$ cat src/rtl/arraymult_pkg.sv
// Shared types and default sizing for the systolic array-multiply controller.
// Output handshake is enabled by defining ARRAYMULT_OUT_HS_EN.
package arraymult_pkg;

    typedef enum logic [1:0] {
        S_INPUT   = 2'd0,
        S_COMPUTE = 2'd1,
        S_OUTPUT  = 2'd2,
        S_DONE    = 2'd3
    } state_t;

    // Counter width that never collapses to zero bits
    function automatic int wof(input int x);
        return (x <= 1) ? 1 : $clog2(x);
    endfunction

    localparam int N_DEF      = 3;
    localparam int ACC_W_DEF  = 16;
    localparam int NN_DEF     = N_DEF * N_DEF;
    localparam int BYTES_DEF  = ACC_W_DEF / 8;
    localparam int STEPS_DEF  = 3 * N_DEF - 2;
    localparam int ADDR_W_DEF = wof(NN_DEF);
    localparam int STEP_W_DEF = wof(STEPS_DEF);
    localparam int BYTE_W_DEF = wof(BYTES_DEF);

endpackage

$ cat src/rtl/arraymult_cnt.sv
// Enabled wrap-around counter 0..MAX with terminal-count flag.
// Shared by the load, feed and output sequencing.
module arraymult_cnt
    import arraymult_pkg::*;
#(
    parameter int MAX = 1,
    parameter int W   = 1
) (
    input  logic         clk,
    input  logic         rst_n,
    input  logic         en,
    output logic [W-1:0] count,
    output logic         tc
);

    assign tc = (count == W'(MAX));

    always_ff @(posedge clk or negedge rst_n) begin
        if (!rst_n) begin
            count <= '0;
        end else if (en) begin
            count <= tc ? '0 : count + 1'b1;
        end
    end

endmodule

$ cat src/rtl/arraymult_ctrl.sv
// Sequencer for an NxN systolic multiplier: operand load, skewed feed, byte output.
// ARRAYMULT_OUT_HS_EN makes the output stream honour out_ready.
module arraymult_ctrl
    import arraymult_pkg::*;
#(
    parameter int N     = N_DEF,
    parameter int ACC_W = ACC_W_DEF
) (
    input  logic                       clk,
    input  logic                       rst_n,
    input  logic                       ena,
    input  logic                       in_valid,
    input  logic                       restart,
    input  logic                       out_ready,
    output logic                       buf_we,
    output logic                       buf_sel,
    output logic [wof(N*N)-1:0]        buf_addr,
    output logic                       array_clr,
    output logic                       array_en,
    output logic [wof(3*N-2)-1:0]      feed_step,
    output logic [wof(N*N)-1:0]        res_addr,
    output logic [wof(ACC_W/8)-1:0]    res_byte,
    output logic                       out_valid,
    output logic [1:0]                 state,
    output logic                       done
);

    localparam int NN = N * N;
    localparam int NB = ACC_W / 8;
    localparam int AW = wof(NN);
    localparam int SW = wof(3 * N - 2);
    localparam int BW = wof(NB);
    localparam int LW = wof(2 * NN);

    state_t st;

    logic [LW-1:0] ld_cnt;
    logic [LW-1:0] ld_off;
    logic          ld_tc;
    logic          fd_tc;
    logic          by_tc;
    logic          ad_tc;
    logic          xfer;
    logic          last;

    assign buf_we = (st == S_INPUT) & in_valid & ena;

`ifdef ARRAYMULT_OUT_HS_EN
    assign xfer = (st == S_OUTPUT) & out_ready & ena;
`else
    logic unused_rdy;
    assign unused_rdy = out_ready;
    assign xfer       = (st == S_OUTPUT) & ena;
`endif

    assign last = xfer & by_tc & ad_tc;

    arraymult_cnt #(.MAX(2 * NN - 1), .W(LW)) u_ld (
        .clk   (clk),
        .rst_n (rst_n),
        .en    (buf_we),
        .count (ld_cnt),
        .tc    (ld_tc)
    );

    arraymult_cnt #(.MAX(3 * N - 3), .W(SW)) u_fd (
        .clk   (clk),
        .rst_n (rst_n),
        .en    (ena & (st == S_COMPUTE)),
        .count (feed_step),
        .tc    (fd_tc)
    );

    // Byte index runs fastest; result address steps on each byte wrap
    arraymult_cnt #(.MAX(NB - 1), .W(BW)) u_by (
        .clk   (clk),
        .rst_n (rst_n),
        .en    (xfer),
        .count (res_byte),
        .tc    (by_tc)
    );

    arraymult_cnt #(.MAX(NN - 1), .W(AW)) u_ad (
        .clk   (clk),
        .rst_n (rst_n),
        .en    (xfer & by_tc),
        .count (res_addr),
        .tc    (ad_tc)
    );

    assign buf_sel  = (ld_cnt >= LW'(NN));
    assign ld_off   = buf_sel ? ld_cnt - LW'(NN) : ld_cnt;
    assign buf_addr = AW'(ld_off);

    assign array_en  = (st == S_COMPUTE);
    assign array_clr = array_en & (feed_step == '0);
    assign out_valid = (st == S_OUTPUT);
    assign done      = (st == S_DONE);
    assign state     = st;

    always_ff @(posedge clk or negedge rst_n) begin
        if (!rst_n) begin
            st <= S_INPUT;
        end else if (ena) begin
            unique case (1'b1)
                st == S_INPUT:   if (in_valid && ld_tc) st <= S_COMPUTE;
                st == S_COMPUTE: if (fd_tc) st <= S_OUTPUT;
                st == S_OUTPUT:  if (last) st <= S_DONE;
                st == S_DONE:    if (restart) st <= S_INPUT;
                default:         st <= S_INPUT;
            endcase
        end
    end

endmodule

$ cat config.mk
export PLATFORM = sky130hd
export DESIGN_NAME = arraymult_ctrl
export DESIGN_NICKNAME = d
export VERILOG_FILES = /design/src/rtl/arraymult_pkg.sv /design/src/rtl/arraymult_cnt.sv /design/src/rtl/arraymult_ctrl.sv
export SDC_FILE = /design/constraint.sdc
export NUM_CORES = 1
export LEC_CHECK = 0
export CORE_UTILIZATION = 43
export DETAILED_ROUTE_END_ITERATION = 12
export GPL_TIMING_DRIVEN = 0
export PLACE_DENSITY = 0.76
export SLEW_MARGIN = 20
export SYNTH_ARGS = -nofsm -noshare
export SYNTH_HDL_FRONTEND = slang
export SYNTH_HIERARCHICAL = 1
export SYNTH_SLANG_ARGS = --single-unit
$ cat constraint.sdc
create_clock -name clk -period 1.8 [get_ports clk]
set_input_delay 0.45 -clock clk [delete_from_list [all_inputs] [get_ports clk]]
set_output_delay 0.45 -clock clk [all_outputs]
set_load 0.01 [all_outputs]
**Yosys cells after proc, flatten, opt, wreduce, memory -nomap -nowiden**

Index checks and enable logic that the tools add are counted.

- Bits in registers: 15
- Bits of input ports: 6
- Output and inout bits: 20
- Word-level logic and storage cells: 42

- Add/subtract/negate cells: 5
- $lt $le $gt $ge: 1
- Equal/unequal tests: 10
- Muxes and demuxes: 10
- Bitwise operators: 7
- Reductions and logical operators: 4

Operator list:

| operator | count |
|---|---|
| $mux W2 | 4 |
| $mux W4 | 2 |
| $pmux W2 S4 | 1 |
| $and A1 B1 Y1 | 7 |
| $ne A2 B1 Y1 const B | 3 |
| $add A5 B1 Y5 const B | 1 |
| $eq A5 B5 Y1 const B | 1 |
| $ge A5 B4 Y1 const B | 1 |
| $mux W5 | 1 |
| $reduce_and A5 Y1 | 1 |
| $add A4 B1 Y4 const B | 1 |
| $eq A2 B2 Y1 const B | 2 |
| $eq A4 B4 Y1 const B | 1 |
| $sub A4 B4 Y4 const B | 1 |
| $add A3 B1 Y3 const B | 1 |
| $eq A3 B3 Y1 const B | 1 |
| $logic_not A3 Y1 | 1 |
| $mux W3 | 1 |
| $eq A2 B1 Y1 const B | 1 |
| $logic_not A2 Y1 | 1 |
| $ne A2 B2 Y1 const B | 1 |
| $add A1 B1 Y1 const B | 1 |
| $logic_and A1 B1 Y1 | 1 |
| $mux W1 | 1 |

**Logic depth before layout (Yosys ltp)**

- Word-level depth: 6
- Depth in mapped cells: 7
- Mapped depth without buffers: 7

**Hierarchy**

Netlist, hierarchy kept.

Modules (own cells, without submodules):

| module | instances | cells an instance | area each (um^2) | seq. area each (um^2) |
|---|---|---|---|---|
| arraymult_ctrl | 1 | 40 | 327.8 | 50.0 |
| arraymult_cnt at u_ld | 1 | 24 | 271.5 | 125.1 |
| arraymult_cnt at u_ad | 1 | 25 | 216.5 | 100.1 |
| arraymult_cnt at u_fd | 1 | 14 | 142.6 | 75.1 |
| arraymult_cnt at u_by | 1 | 3 | 41.3 | 25.0 |

**Least setup slack after synthesis**

No wires, ideal clock.

- Path type: register -> output
- Start point: register u_ld.count[0]
- End point: output buf_addr[2]
- Arrival: 1.345 ns
- Required time: 1.350 ns
- Path slack: 0.005 ns
- Stages on the path, launching flop included: 6
- Buffers on the path: 0
- Cell sequence: dfrtp_1 ha_1 o41ai_2 nand2b_1 a21oi_1 a31oi_1

- Cells in the longest elaborated chain, start to end: 2
- Elaborated cells between the ends (all ways): 3
- Those cells by class: add/sub: 1; order compare: 1; mux: 1

RTL lines:

| what | RTL line | text |
|---|---|---|
| start: declaration | arraymult_cnt.sv:12 | `output logic [W-1:0] count,` |
| start signal: assignment | arraymult_cnt.sv:22 | `count <= tc ? '0 : count + 1'b1;` |
| $ge A5 B4 Y1 | arraymult_ctrl.sv:91 | `assign buf_sel = (ld_cnt >= LW'(NN));` |
| via buf_sel | arraymult_ctrl.sv:16 | `output logic buf_sel,` |
| $mux W4 | arraymult_ctrl.sv:92 | `assign ld_off = buf_sel ? ld_cnt - LW'(NN) : ld_cnt;` |
| end: declaration | arraymult_ctrl.sv:17 | `output logic [wof(N*N)-1:0] buf_addr,` |

The timed path passes the listed nets, and every way through them passes these cells.

**Final worst setup path**

- Start point: register u_ld.count[1]
- End point: output buf_addr[2]

- Cells in the longest elaborated chain, start to end: 2
- Elaborated cells between the ends (all ways): 3
- Those cells by class: add/sub: 1; order compare: 1; mux: 1

RTL lines:

| what | RTL line |
|---|---|
| $sub A4 B4 Y4 / $ge A5 B4 Y1 (equally long branches) | arraymult_ctrl.sv:92, arraymult_ctrl.sv:91 |
| $mux W4 (*) | arraymult_ctrl.sv:92 |

Every way passes the cells marked *; elsewhere a longest branch is shown, timed or not.

==> flow_summary.yaml <==
routing:
  route.vias.total: 982
  antenna_left: 0
  drt-vias-per-instance: 5.40
  post_drt_wl_per_cell_um: 14.3
  drc_errors: 0
  firstDrtPassIters: 4
  route.final.wire_length_mm: 2.59
  detail_route.iter0.violations: 15
setup_path:
  ff2ff_path_depth: 10
  crit_path_cell_trace: "buf_6 -> o41ai_4 -> nand2b_1 -> a21oi_2 -> a31oi_1 -> buf_2"
  critical_path_required_ns: 1.35
  timing.setup.critical_path_class: "flip-flop to output pin"
  kind_of_end_point_of_the_critical_path: "output pin"
  crit_path_max_incr_delay_ns: 0.43
  critical-path-top-delay-family: "compound AO/OA/AOI/OAI gates"
  critPathSlowestCell: "sky130_fd_sc_hd__dfrtp_2"
  timing.critical_path.fanout_max: 2
  critical_path_depth: 6
  crit_arrival_ns: 1.73
  worst_setup_path_start_kind: "flip-flop"
  cp.buffers_inverters: 2
power_and_ir_drop:
  seq_power_share_pct: 27.9
  vdd_drop_max_uv: 1090
  clockPowerShare_pct: 7.0
  switch_share_pct: 42.1
  power_density_nw_per_um2: 1750
  overall_power_of_the_completed_layout_uw: 2710
  power.leakage_uw: 0.000717
  pwr-share-comb_pct: 65.1
  cellInternalPower_uw: 1570
  power.net_switching_uw: 1140
cts:
  h-tree-depth: 1
  clock-root-buffer: "sky130_fd_sc_hd__clkbuf_4"
  clk_latency_ns: 0.28
  postCtsHoldBufs: 0
  clkTransAtPathRegs_ns: 0.09
  cts_tree: "done"
  cts_buffers: 3
  cts_num_sinks: 15
  cts-root-to-sink-buffers: 2
finish:
  layout.nets: 171
  final_area_um2: 1550
  post_route_cells_drive_above_1_share_pct: 39.6
  syn_to_final_growth_pct: 54.8
  antenna_cells_inserted: 0
  filler_cell_count: 163
synthesis:
  syn_area_um2: 1000
  post_synth_main_area_contributors: "sky130_fd_sc_hd__dfrtp_1, sky130_fd_sc_hd__ha_1, sky130_fd_sc_hd__nand2_1"
  synth-compound-area-share_pct: 17.1
  yosysWarningCount: 6
  synth_async_sr_flop_share_pct: 100
  post_synth_num_cell_types: 37
  top_cell_types_by_occurrence_after_synthesis: "sky130_fd_sc_hd__dfrtp_1, sky130_fd_sc_hd__nand2_1, sky130_fd_sc_hd__ha_1"
  post_synth_edffs: 0
  yosysSeqAreaShare_pct: 37.5
  synth_area_leader_cell: "sky130_fd_sc_hd__dfrtp_1"
  yosys_most_used_dff: "sky130_fd_sc_hd__dfrtp_1"
  syn_avg_cell_area_um2: 9.43
  synth_top_area_share_pct: 37.5
  synth.net_count: 122
  combinational_family_with_the_most_area_after_synthesis: "simple AND/OR/NAND/NOR gates"
  syn-instance-count: 106
  synth-simple-area-share_pct: 23.4
  yosys.area_share.adder_pct: 12.5
  dominant_cell_by_count_in_the_synthesized_netlist: "sky130_fd_sc_hd__dfrtp_1"
  number_of_register_bits_inferred_by_synthesis: 15
  post_synth_mux_area_share_pct: 3.50
  parity_gate_share_of_the_synthesized_area_counting_xor_and_xnor_cells_pct: 1.75
floorplan:
  die_h_um: 50.2
  core_box_area_um2: 2190
  horizontal_extent_of_the_die_um: 50.2
  io-pin-count: 26
  core.rowCount: 17
  start_util_pct: 45.6
  die_area_um2: 2520
sta:
  finalHoldViolations: 0
  final_max_slew_viol_count: 0
  layout_setup_ws_ns: -0.380
  f_max_ghz: 0.459
  post-route-period-util_pct: 121
  setup-violations-final: 7
  rsz0062_at_grt: "true"
  timing.final.crit_period_ns: 2.18
  max_transition_margin_pct: 53.7
  worst_clock_skew_ns: 0.00485
  worst_slew_pin_slew_ns: 0.693
hold_path:
  min_path_type: "flip-flop to flip-flop"
  number_of_instances_on_the_worst_hold_path: 1
run:
  cap_violations: 0
grt:
  grt_pass1_wl_mm: 4.21
  global_route.usage.total_pct: 22.4
  grt-ovfl-total: 0
  vias_in_the_first_global_route: 989
  antenna_found_initial: 0
  grt_max_degree: 16
placement:
  dpl-instance-area_um2: 1270
  gpl.final_weighted_congestion: 0.789
  hpwl_mm: 1.42
  numPortBuffers: 24
status:
  status: "complete, but fails checks"
  failing_checks: "setup timing"
cells by family (layout without fill, tap and decap cells):
logic type,Yosys count,after routing
XOR/XNOR,2,2
flip-flops,15,15
adder cells (fa/ha/maj),10,10
AO/OA/AOI/OAI,25,25
multiplexers,3,3
AND/OR/NAND/NOR,41,41
buffers and inverters,10,58
through the flow:
stage / setup WS [ns] / TNS, ns / util [%] / hold slack, ns / instances
final: -0.380 / -1.83 / 70.6 / 0.501 / 182
after global routing: -0.446 / -2.41 / 70.6 / 0.520 / 182
after CTS: -0.280 / -1.59 / 68.0 / 0.499 / 180
after detailed placement: -0.602 / -2.66 / 58.2 / 0.482 / 158
after global placement: -0.586 / -2.37 / 58.2 / 0.480 / 158
after floorplan: 0.00534 / 0 / - / 0.154 / 106
state kept, by name, summed over array words and instances, names as in the netlist:
signal,flops
u_ld/count,5
u_ad/count,4
u_fd/count,3
state,2
u_by/count,1
cells in the final DEF (no fill, tap or decap), types with 2 or more instances in the layout:
cell / n
sky130_fd_sc_hd__mux2i_1: 2
sky130_fd_sc_hd__a21o_1: 2
sky130_fd_sc_hd__nand2_1: 12
sky130_fd_sc_hd__nor2_1: 4
sky130_fd_sc_hd__nand2b_1: 5
sky130_fd_sc_hd__dfrtp_1: 8
sky130_fd_sc_hd__buf_6: 6
sky130_fd_sc_hd__and2b_1: 2
sky130_fd_sc_hd__inv_1: 4
sky130_fd_sc_hd__dfrtp_2: 7
sky130_fd_sc_hd__nor3_1: 2
sky130_fd_sc_hd__nor3_2: 2
sky130_fd_sc_hd__inv_2: 4
sky130_fd_sc_hd__dlygate4sd2_1: 5
sky130_fd_sc_hd__ha_1: 5
sky130_fd_sc_hd__nand3_1: 3
sky130_fd_sc_hd__o21ai_0: 6
sky130_fd_sc_hd__a21oi_2: 2
sky130_fd_sc_hd__buf_2: 5
sky130_fd_sc_hd__ha_4: 4
sky130_fd_sc_hd__clkdlybuf4s50_1: 10
sky130_fd_sc_hd__buf_4: 16
sky130_fd_sc_hd__a31oi_1: 3
sky130_fd_sc_hd__and2_1: 2
sky130_fd_sc_hd__clkbuf_4: 3
sky130_fd_sc_hd__a21oi_1: 2
power groups by stage:
stage	sequential, uW	clock (uW)	combinational [uW]
after floorplan	759	0	650
after global placement	756	0	1170
after detailed placement	764	0	1210
after CTS	736	195	1590
after global routing	784	215	1900
final	756	190	1770
path summary, 6_finish.rpt:
| kind | slack, ns | end | from |
|---|---|---|---|
| worst min register to register | 0.50 | u_by/count | u_by/count |
| min in group asynchronous | 0.57 | u_by/count | rst_n |
| max in group asynchronous | 0.74 | u_ld/count[0] | rst_n |
| worst max-delay path | -0.38 | buf_addr[2] | u_ld/count[1] |
| worst min-delay path | 0.50 | u_by/count | u_by/count |
| worst max register to register | -0.23 | state[0] | u_ld/count[1] |
cell type report:
cell class / instances / area (um2) / area share, %
multi-input combinational: 81 / 681 / 44.0
sequential: 15 / 384 / 24.8
timing repair buffer: 44 / 377 / 24.3
inverter: 9 / 36.3 / 2.34
tap: 28 / 35.0 / 2.26
clock buffer: 3 / 22.5 / 1.46
buffer: 1 / 7.51 / 0.485
clock inverter: 1 / 5.00 / 0.323
per-layer routing:
layer | part of all wire (%) | vias to the layer above | global-route usage (%) | wire (um)
li1 | - | 472 | - | -
met1 | 42 | 472 | 25.2 | 1090
met2 | 52 | 32 | 39.1 | 1360
met3 | 4.4 | 6 | 4.85 | 114
met4 | 1.1 | 0 | 11.4 | 29
met5 | 0 | - | 0 | 0
timing repair:
action,4_1_cts,5_1_grt
setup buffers,18,3
pin swaps,10,6
resized for setup,58,15
endpoints found under the hold margin,0,0
setup endpoints to repair,12,16
Power figures use the tool's default switching activity.
